File: src/rtl/div_iter32_pkg.sv
// Shared definitions for the iterative 32-bit divider: operand width and
// the FSM state encodings.
package div_iter32_pkg;

  localparam int DIV_WIDTH = 32;

  localparam logic [1:0] DIVST_IDLE = 2'd0;
  localparam logic [1:0] DIVST_RUN  = 2'd1;
  localparam logic [1:0] DIVST_DONE = 2'd2;

endpackage

File: src/rtl/div_iter32_if.sv
// MDU <-> divider bundle: operands and start strobe in, quotient/remainder
// and busy/over status back; the MDU holds off on busy and captures on over.
interface div_iter32_if;
  import div_iter32_pkg::*;

  logic                 start;
  logic [DIV_WIDTH-1:0] dividend;
  logic [DIV_WIDTH-1:0] divisor;
  logic [DIV_WIDTH-1:0] q;
  logic [DIV_WIDTH-1:0] r;
  logic                 busy;
  logic                 over;

  modport master (
    output start, dividend, divisor,
    input  q, r, busy, over
  );

  modport slave (
    input  start, dividend, divisor,
    output q, r, busy, over
  );

endinterface

File: src/rtl/div_iter32.sv
// Restoring divider, one quotient bit per cycle: result 33 edges after start with
// a one-cycle over pulse; start is only honoured in IDLE, never queued.
module div_iter32
  import div_iter32_pkg::*;
#(
  parameter bit SIGNED = 1'b1
) (
  input logic        clock,
  input logic        reset,
  div_iter32_if.slave div
);

  logic [1:0]           state;
  logic [4:0]           cnt;
  logic [DIV_WIDTH:0]   rem;
  logic [DIV_WIDTH-1:0] quo;
  logic [DIV_WIDTH-1:0] dvs;
  logic                 qneg;
  logic                 rneg;
  logic [DIV_WIDTH-1:0] q_reg;
  logic [DIV_WIDTH-1:0] r_reg;

  logic                 a_neg;
  logic                 b_neg;
  logic [DIV_WIDTH-1:0] a_mag;
  logic [DIV_WIDTH-1:0] b_mag;

  logic [DIV_WIDTH+1:0] rem_sh;
  logic [DIV_WIDTH-1:0] quo_sh;
  logic [DIV_WIDTH+1:0] trial;
  logic [DIV_WIDTH:0]   rem_nx;
  logic [DIV_WIDTH-1:0] quo_nx;
  logic                 last_iter;

  // 0x80000000 negates to itself, which is exactly the unsigned magnitude needed.
  assign a_neg = SIGNED && div.dividend[DIV_WIDTH-1];
  assign b_neg = SIGNED && div.divisor[DIV_WIDTH-1];
  assign a_mag = a_neg ? (~div.dividend + 32'd1) : div.dividend;
  assign b_mag = b_neg ? (~div.divisor + 32'd1) : div.divisor;

  // rem stays below the divisor after each restore, so rem_sh[33] is always 0
  // and trial[33] is a clean borrow flag.
  always_comb begin
    rem_sh = {rem, quo[DIV_WIDTH-1]};
    quo_sh = {quo[DIV_WIDTH-2:0], 1'b0};
    trial  = rem_sh - {2'b00, dvs};
    if (!trial[DIV_WIDTH+1]) begin
      rem_nx = trial[DIV_WIDTH:0];
      quo_nx = quo_sh | 32'd1;
    end else begin
      rem_nx = rem_sh[DIV_WIDTH:0];
      quo_nx = quo_sh;
    end
  end

  assign last_iter = (cnt == 5'd31);

  always_ff @(posedge clock or posedge reset) begin
    if (reset) begin
      state <= DIVST_IDLE;
      cnt   <= 5'd0;
      rem   <= '0;
      quo   <= '0;
      dvs   <= '0;
      qneg  <= 1'b0;
      rneg  <= 1'b0;
      q_reg <= '0;
      r_reg <= '0;
    end else begin
      case (state)
        DIVST_IDLE: begin
          if (div.start) begin
            state <= DIVST_RUN;
            cnt   <= 5'd0;
            rem   <= '0;
            quo   <= a_mag;
            dvs   <= b_mag;
            qneg  <= a_neg ^ b_neg;
            rneg  <= a_neg;
          end
        end
        DIVST_RUN: begin
          rem <= rem_nx;
          quo <= quo_nx;
          cnt <= cnt + 5'd1;
          if (last_iter) begin
            state <= DIVST_DONE;
            q_reg <= qneg ? (~quo_nx + 32'd1) : quo_nx;
            r_reg <= rneg ? (~rem_nx[DIV_WIDTH-1:0] + 32'd1) : rem_nx[DIV_WIDTH-1:0];
          end
        end
        // Start is deliberately dropped here: the MDU's start is still high
        // with stale operands on the cycle it consumes the result.
        DIVST_DONE: state <= DIVST_IDLE;
        default:    state <= DIVST_IDLE;
      endcase
    end
  end

  assign div.q    = q_reg;
  assign div.r    = r_reg;
  assign div.busy = (state == DIVST_RUN);
  assign div.over = (state == DIVST_DONE);

endmodule

File: src/flat_wrapper.sv
// flat-port wrapper written by rule: the top's interface ports become plain ports
module div_iter32_flat import div_iter32_pkg::*;
#(
  parameter bit SIGNED = 1'b1
)
  (clock, reset, div_start, div_dividend, div_divisor, div_q, div_r, div_busy, div_over);
  div_iter32_if div_i ();
  input logic clock;
  input logic reset;
  input wire logic [$bits(div_i.start)-1:0] div_start;
  input wire logic [$bits(div_i.dividend)-1:0] div_dividend;
  input wire logic [$bits(div_i.divisor)-1:0] div_divisor;
  output wire logic [$bits(div_i.q)-1:0] div_q;
  output wire logic [$bits(div_i.r)-1:0] div_r;
  output wire logic [$bits(div_i.busy)-1:0] div_busy;
  output wire logic [$bits(div_i.over)-1:0] div_over;
  assign div_i.start = div_start;
  assign div_i.dividend = div_dividend;
  assign div_i.divisor = div_divisor;
  assign div_q = div_i.q;
  assign div_r = div_i.r;
  assign div_busy = div_i.busy;
  assign div_over = div_i.over;
  div_iter32 #(.SIGNED(SIGNED)) u_core (.clock(clock), .reset(reset), .div(div_i));
endmodule
File: config.mk
export PLATFORM = sky130hd
export DESIGN_NAME = div_iter32_flat
export DESIGN_NICKNAME = d
export VERILOG_FILES = /design/src/rtl/div_iter32_pkg.sv /design/src/rtl/div_iter32_if.sv /design/src/rtl/div_iter32.sv /design/src/flat_wrapper.sv
export SDC_FILE = /design/constraint.sdc
export NUM_CORES = 1
export LEC_CHECK = 0
export BUFFER_PORTS_ARGS = -buffer_cell sky130_fd_sc_hd__clkbuf_2
export CAP_MARGIN = 10
export CORE_UTILIZATION = 35
export CTS_BUF_LIST = sky130_fd_sc_hd__clkbuf_4 sky130_fd_sc_hd__clkbuf_8
export CTS_CLUSTER_DIAMETER = 60
export DETAILED_ROUTE_END_ITERATION = 10
export GPL_TIMING_DRIVEN = 1
export SYNTH_ARGS = -nofsm -noshare
export SYNTH_HDL_FRONTEND = slang
export SYNTH_SLANG_ARGS = --single-unit
export TNS_END_PERCENT = 10
File: constraint.sdc
create_clock -name clock -period 4.8 [get_ports clock]
set_input_delay 0.24 -clock clock [delete_from_list [all_inputs] [get_ports clock]]
set_output_delay 0.24 -clock clock [all_outputs]
set_load 0.05 [all_outputs]
==> metrics.csv <==
stage,metric,value,unit
sta,finClkSkew,0.02193,ns
min_path,worstHoldPathType,in2async,
synthesis,syn_inst,1381,
synthesis,synthDistinctLibCells,82,
sta,rsz0062_at_grt,no,
worst_setup_path,rr_startpoint,u_core.rem[6],
synthesis,synth_largest_type_area_fraction,0.3617,
synthesis,ranking_of_synthesized_cells_by_area,"sky130_fd_sc_hd__dfrtp_1 (36%), sky130_fd_sc_hd__o21ai_0 (8.9%), sky130_fd_sc_hd__nand2_1 (7.2%)",
global_route,grt.overflow.total,0,
placed_design,post-place-cells,1897,
clocking,cts-buffers-inserted,17,
worst_setup_path,crit_path_start_kind,register,
detailed_routing,drc,0,
worst_setup_path,setup.worst_path.class,reg2reg,
floorplan,pin_count,133,
synthesis,ys_dominant_reg_cell,sky130_fd_sc_hd__dfrtp_1,
outcome,run_status,finished with violations,
floorplan,chip_width,185.3,um
worst_setup_path,worstSetupEndpointType,register,
global_route,grt_max_degree,171,
synthesis,ys.warnings.count,0,
worst_setup_path,critical_path.slowest_cell,sky130_fd_sc_hd__or4_4,
finish,antenna_cells,0,
sta,setup_violations_final,0,
global_route,vias_in_the_first_global_route,9627,
worst_setup_path,critPathMaxStageDelay,0.53,ns
placed_design,globalplace.congestion,0.9129,
worst_setup_path,critical_path_peak_fanout,10,
floorplan,core_area,0.03278,sq mm
clocking,cts_htree_levels,4,
detailed_routing,wire_length_reported_by_the_detailed_router,33100,um
floorplan,num_rows,66,
detailed_routing,avgRoutedWirePerCell,17.16,um
run,max_cap_violations,0,
worst_setup_path,crit_buf_inv,1,
sta,finalCriticalPeriod,4.474,ns
finish,final_nets,1580,
global_route,gr-usage-all-layers,0.1962,
clocking,ctsRootBufferMaster,sky130_fd_sc_hd__clkbuf_8,
synthesis,synthesis.area_per_instance,8.516,sq um
detailed_routing,overall_via_count_from_detail_route,10340,
finish,stdcell_area,0.01317,sq mm
detailed_routing,first_pass_iters,5,
placed_design,place_area,0.01278,sq mm
floorplan,die_h,185.3,um
placed_design,port_buffer_count,132,
synthesis,synth-edff-count,0,
floorplan,die_area,0.03434,sq mm
synthesis,synth-seq-area-share,0.3617,
sta,achievable_freq,223.5,MHz
detailed_routing,drt_iter0_drc,741,
worst_setup_path,rr_endpoint,u_core.div.r[26],
sta,fin_worst_hold_slack,-0.04783,ns
finish,multiInputGateArea,0.006964,sq mm
finish,final.fill_count,3396,
worst_setup_path,cp_cell_sequence,ha_1 > nand2_1 > o21a_1 > or4_4 > and2_4 > a21oi_4 > o21a_2 > nor2_4 > inv_2 > mux2i_1 > ha_1 > o2111ai_1 > a21o_1 > o41ai_2 > xor2_1 > o21ai_1,
worst_setup_path,data_arrival_time_of_the_worst_path,4.82,ns
sta,totalNegativeSetupSlack,0,ns
clocking,clkTransAtPathRegs,0.10,ns
worst_setup_path,path_common_cell,sky130_fd_sc_hd__ha_1,
finish,final_util,0.4017,
placed_design,dp_hpwl,24680,um
synthesis,postSynthNetCount,1487,
sta,final_min_period_over_clock_period,0.9321,
finish,register_with_the_most_flip_flops,u_core.rem,
worst_setup_path,crit_family,compound AO/OA/AOI/OAI gates,
clocking,number_of_buffers_on_the_longest_clock_path,2,
sta,timing.max_slew.rel_slack,0.3033,
detailed_routing,antenna_left,0,
detailed_routing,route.detailed.vias_per_inst,5.359,
sta,final-max-slew-violation-count,0,
worst_setup_path,reg2reg_setup_slack,0.33,ns
sta,timing_hold_violations_final,27,
clocking,numClockSinks,170,
finish,share_of_post_route_cells_with_drive_strength_above_1,0.1500,
synthesis,ys_ff_latch,170,
finish,ff_latch_area,0.004254,sq mm
floorplan,start_util,0.3588,
finish,largest_register_ffs,33,
worst_setup_path,timing.reg2reg.worst_path_depth,16,
global_route,antenna_found_initial,0,
clocking,cts_hold_repair.buffers,0,
clocking,tritoncts,done,
finish,syn2layout_area_growth,11.97,%
synthesis,synthDominantAreaCellType,sky130_fd_sc_hd__dfrtp_1,
finish,cell_count_final_fillers_out,1929,
outcome,violations,hold timing,
clocking,clkLatencyLatePin,0.50,ns
synthesis,postSynth.asyncResetShare,1.000,
worst_setup_path,crit_start,u_core.rem[6],
sta,tightestPinTransition,1.042,ns
synthesis,mappedNetlistArea,0.01176,sq mm
global_route,first_pass_grt_wire_length,52670,um
worst_setup_path,crit_required,5.14,ns
==> how the worst max path moves through the flow <==
stage / to / slack, ns / cells past startpoint
2_1_floorplan: u_core.div.r[26] / 0.45 / 20
3_3_place_gp: u_core.div.r[26] / 0.41 / 16
3_5_place_dp: u_core.div.r[26] / 0.18 / 16
4_1_cts: u_core.div.r[26] / 0.13 / 16
5_1_grt: u_core.div.r[26] / 0.005 / 16
6_report: u_core.div.r[26] / 0.33 / 16
==> routing by layer <==
layer  wire, um  vias to the layer above  part of all wire  global-route usage
met5          0                        -                 0                   0
met4        569                        0             0.017             0.05950
met3       1530                       42             0.046             0.02615
met2      13970                      269              0.42              0.2846
met1      17030                     4901              0.51              0.2971
li1           -                     5126                 -                   -
==> through the flow <==
step / worst slack (ns) / hold WS [ns]
after global placement: 0.4124 / 0.4611
after CTS: 0.1287 / 0.02315
final: 0.3258 / -0.04783
after global routing: 0.005226 / 0.04259
after floorplan: 0.4494 / 0.3791
after detailed placement: 0.1772 / 0.4713
==> worst register-to-register path: stages, from the launching register on <==
cell and delay (ns):
sky130_fd_sc_hd__dfrtp_1 0.46, sky130_fd_sc_hd__ha_1 0.45, sky130_fd_sc_hd__nand2_1 0.08, sky130_fd_sc_hd__o21a_1 0.20
sky130_fd_sc_hd__or4_4 0.53, sky130_fd_sc_hd__and2_4 0.17, sky130_fd_sc_hd__a21oi_4 0.24, sky130_fd_sc_hd__o21a_2 0.30
sky130_fd_sc_hd__nor2_4 0.08, sky130_fd_sc_hd__inv_2 0.13, sky130_fd_sc_hd__mux2i_1 0.29, sky130_fd_sc_hd__ha_1 0.22
sky130_fd_sc_hd__o2111ai_1 0.19, sky130_fd_sc_hd__a21o_1 0.34, sky130_fd_sc_hd__o41ai_2 0.37, sky130_fd_sc_hd__xor2_1 0.20
sky130_fd_sc_hd__o21ai_1 0.07
==> cell families after synthesis <==
group,Yosys count,synth area share
AND/OR/NAND/NOR,430,0.1762
AO/OA/AOI/OAI,437,0.2359
multiplexers,33,0.02862
XOR/XNOR,143,0.1065
adder cells (fa/ha/maj),39,0.04213
buffers and inverters,129,0.04904
flip-flops,170,0.3617
==> repair_timing <==
action                     4_1_cts  5_1_grt
setup endpoints to repair        0        7
setup buffers                    0        0
gates resized for setup          0        3
hold endpoints to repair         0        0
==> cell usage in the layout (no fill, tap or decap), drive strengths merged, types with 5 or more instances in the layout <==
cell,count
and3,5
or3,15
o21a,8
o31ai,31
nor3,20
o21bai,6
xnor2,51
or4,24
nand3,19
nor2b,6
and2,6
ha,38
a21o,11
nand2,227
clkbuf,149
dfrtp,170
mux2i,31
nor2,46
a31oi,5
inv,63
nand2b,21
buf,17
clkinv,5
o21ai,230
o41ai,23
nand4,13
a21oi,46
a211oi,10
a22o,6
xor2,92
a22oi,32
nor4,13
==> cell usage after synthesis (13+ instances only) <==
cell                       count
sky130_fd_sc_hd__clkbuf_1     49
sky130_fd_sc_hd__a22oi_1      31
sky130_fd_sc_hd__or4_1        19
sky130_fd_sc_hd__o21ai_0     209
sky130_fd_sc_hd__dfrtp_1     170
sky130_fd_sc_hd__nor2_1       45
sky130_fd_sc_hd__nand4_1      13
sky130_fd_sc_hd__o31ai_1      30
sky130_fd_sc_hd__nor4_1       13
sky130_fd_sc_hd__inv_1        53
sky130_fd_sc_hd__nor3_1       17
sky130_fd_sc_hd__o21ai_1      21
sky130_fd_sc_hd__nand3_1      18
sky130_fd_sc_hd__nand2b_1     21
sky130_fd_sc_hd__nand2_1     227
sky130_fd_sc_hd__ha_1         38
sky130_fd_sc_hd__or3_1        15
sky130_fd_sc_hd__mux2i_1      31
sky130_fd_sc_hd__xnor2_1      51
sky130_fd_sc_hd__xor2_1       92
sky130_fd_sc_hd__o41ai_1      19
sky130_fd_sc_hd__a21oi_1      42
==> cell type report <==
class                   count  share of cell area
clock buffers              17             0.01777
clock inverters            15             0.01093
inverters                  54             0.01568
multi-input cells        1082              0.5288
flip-flops and latches    170              0.3230
well taps                 442             0.04200
repair buffers            149             0.06176
Power is not shown: default switching activity piles up to over one toggle a cycle in this logic, so the estimate is an artifact.
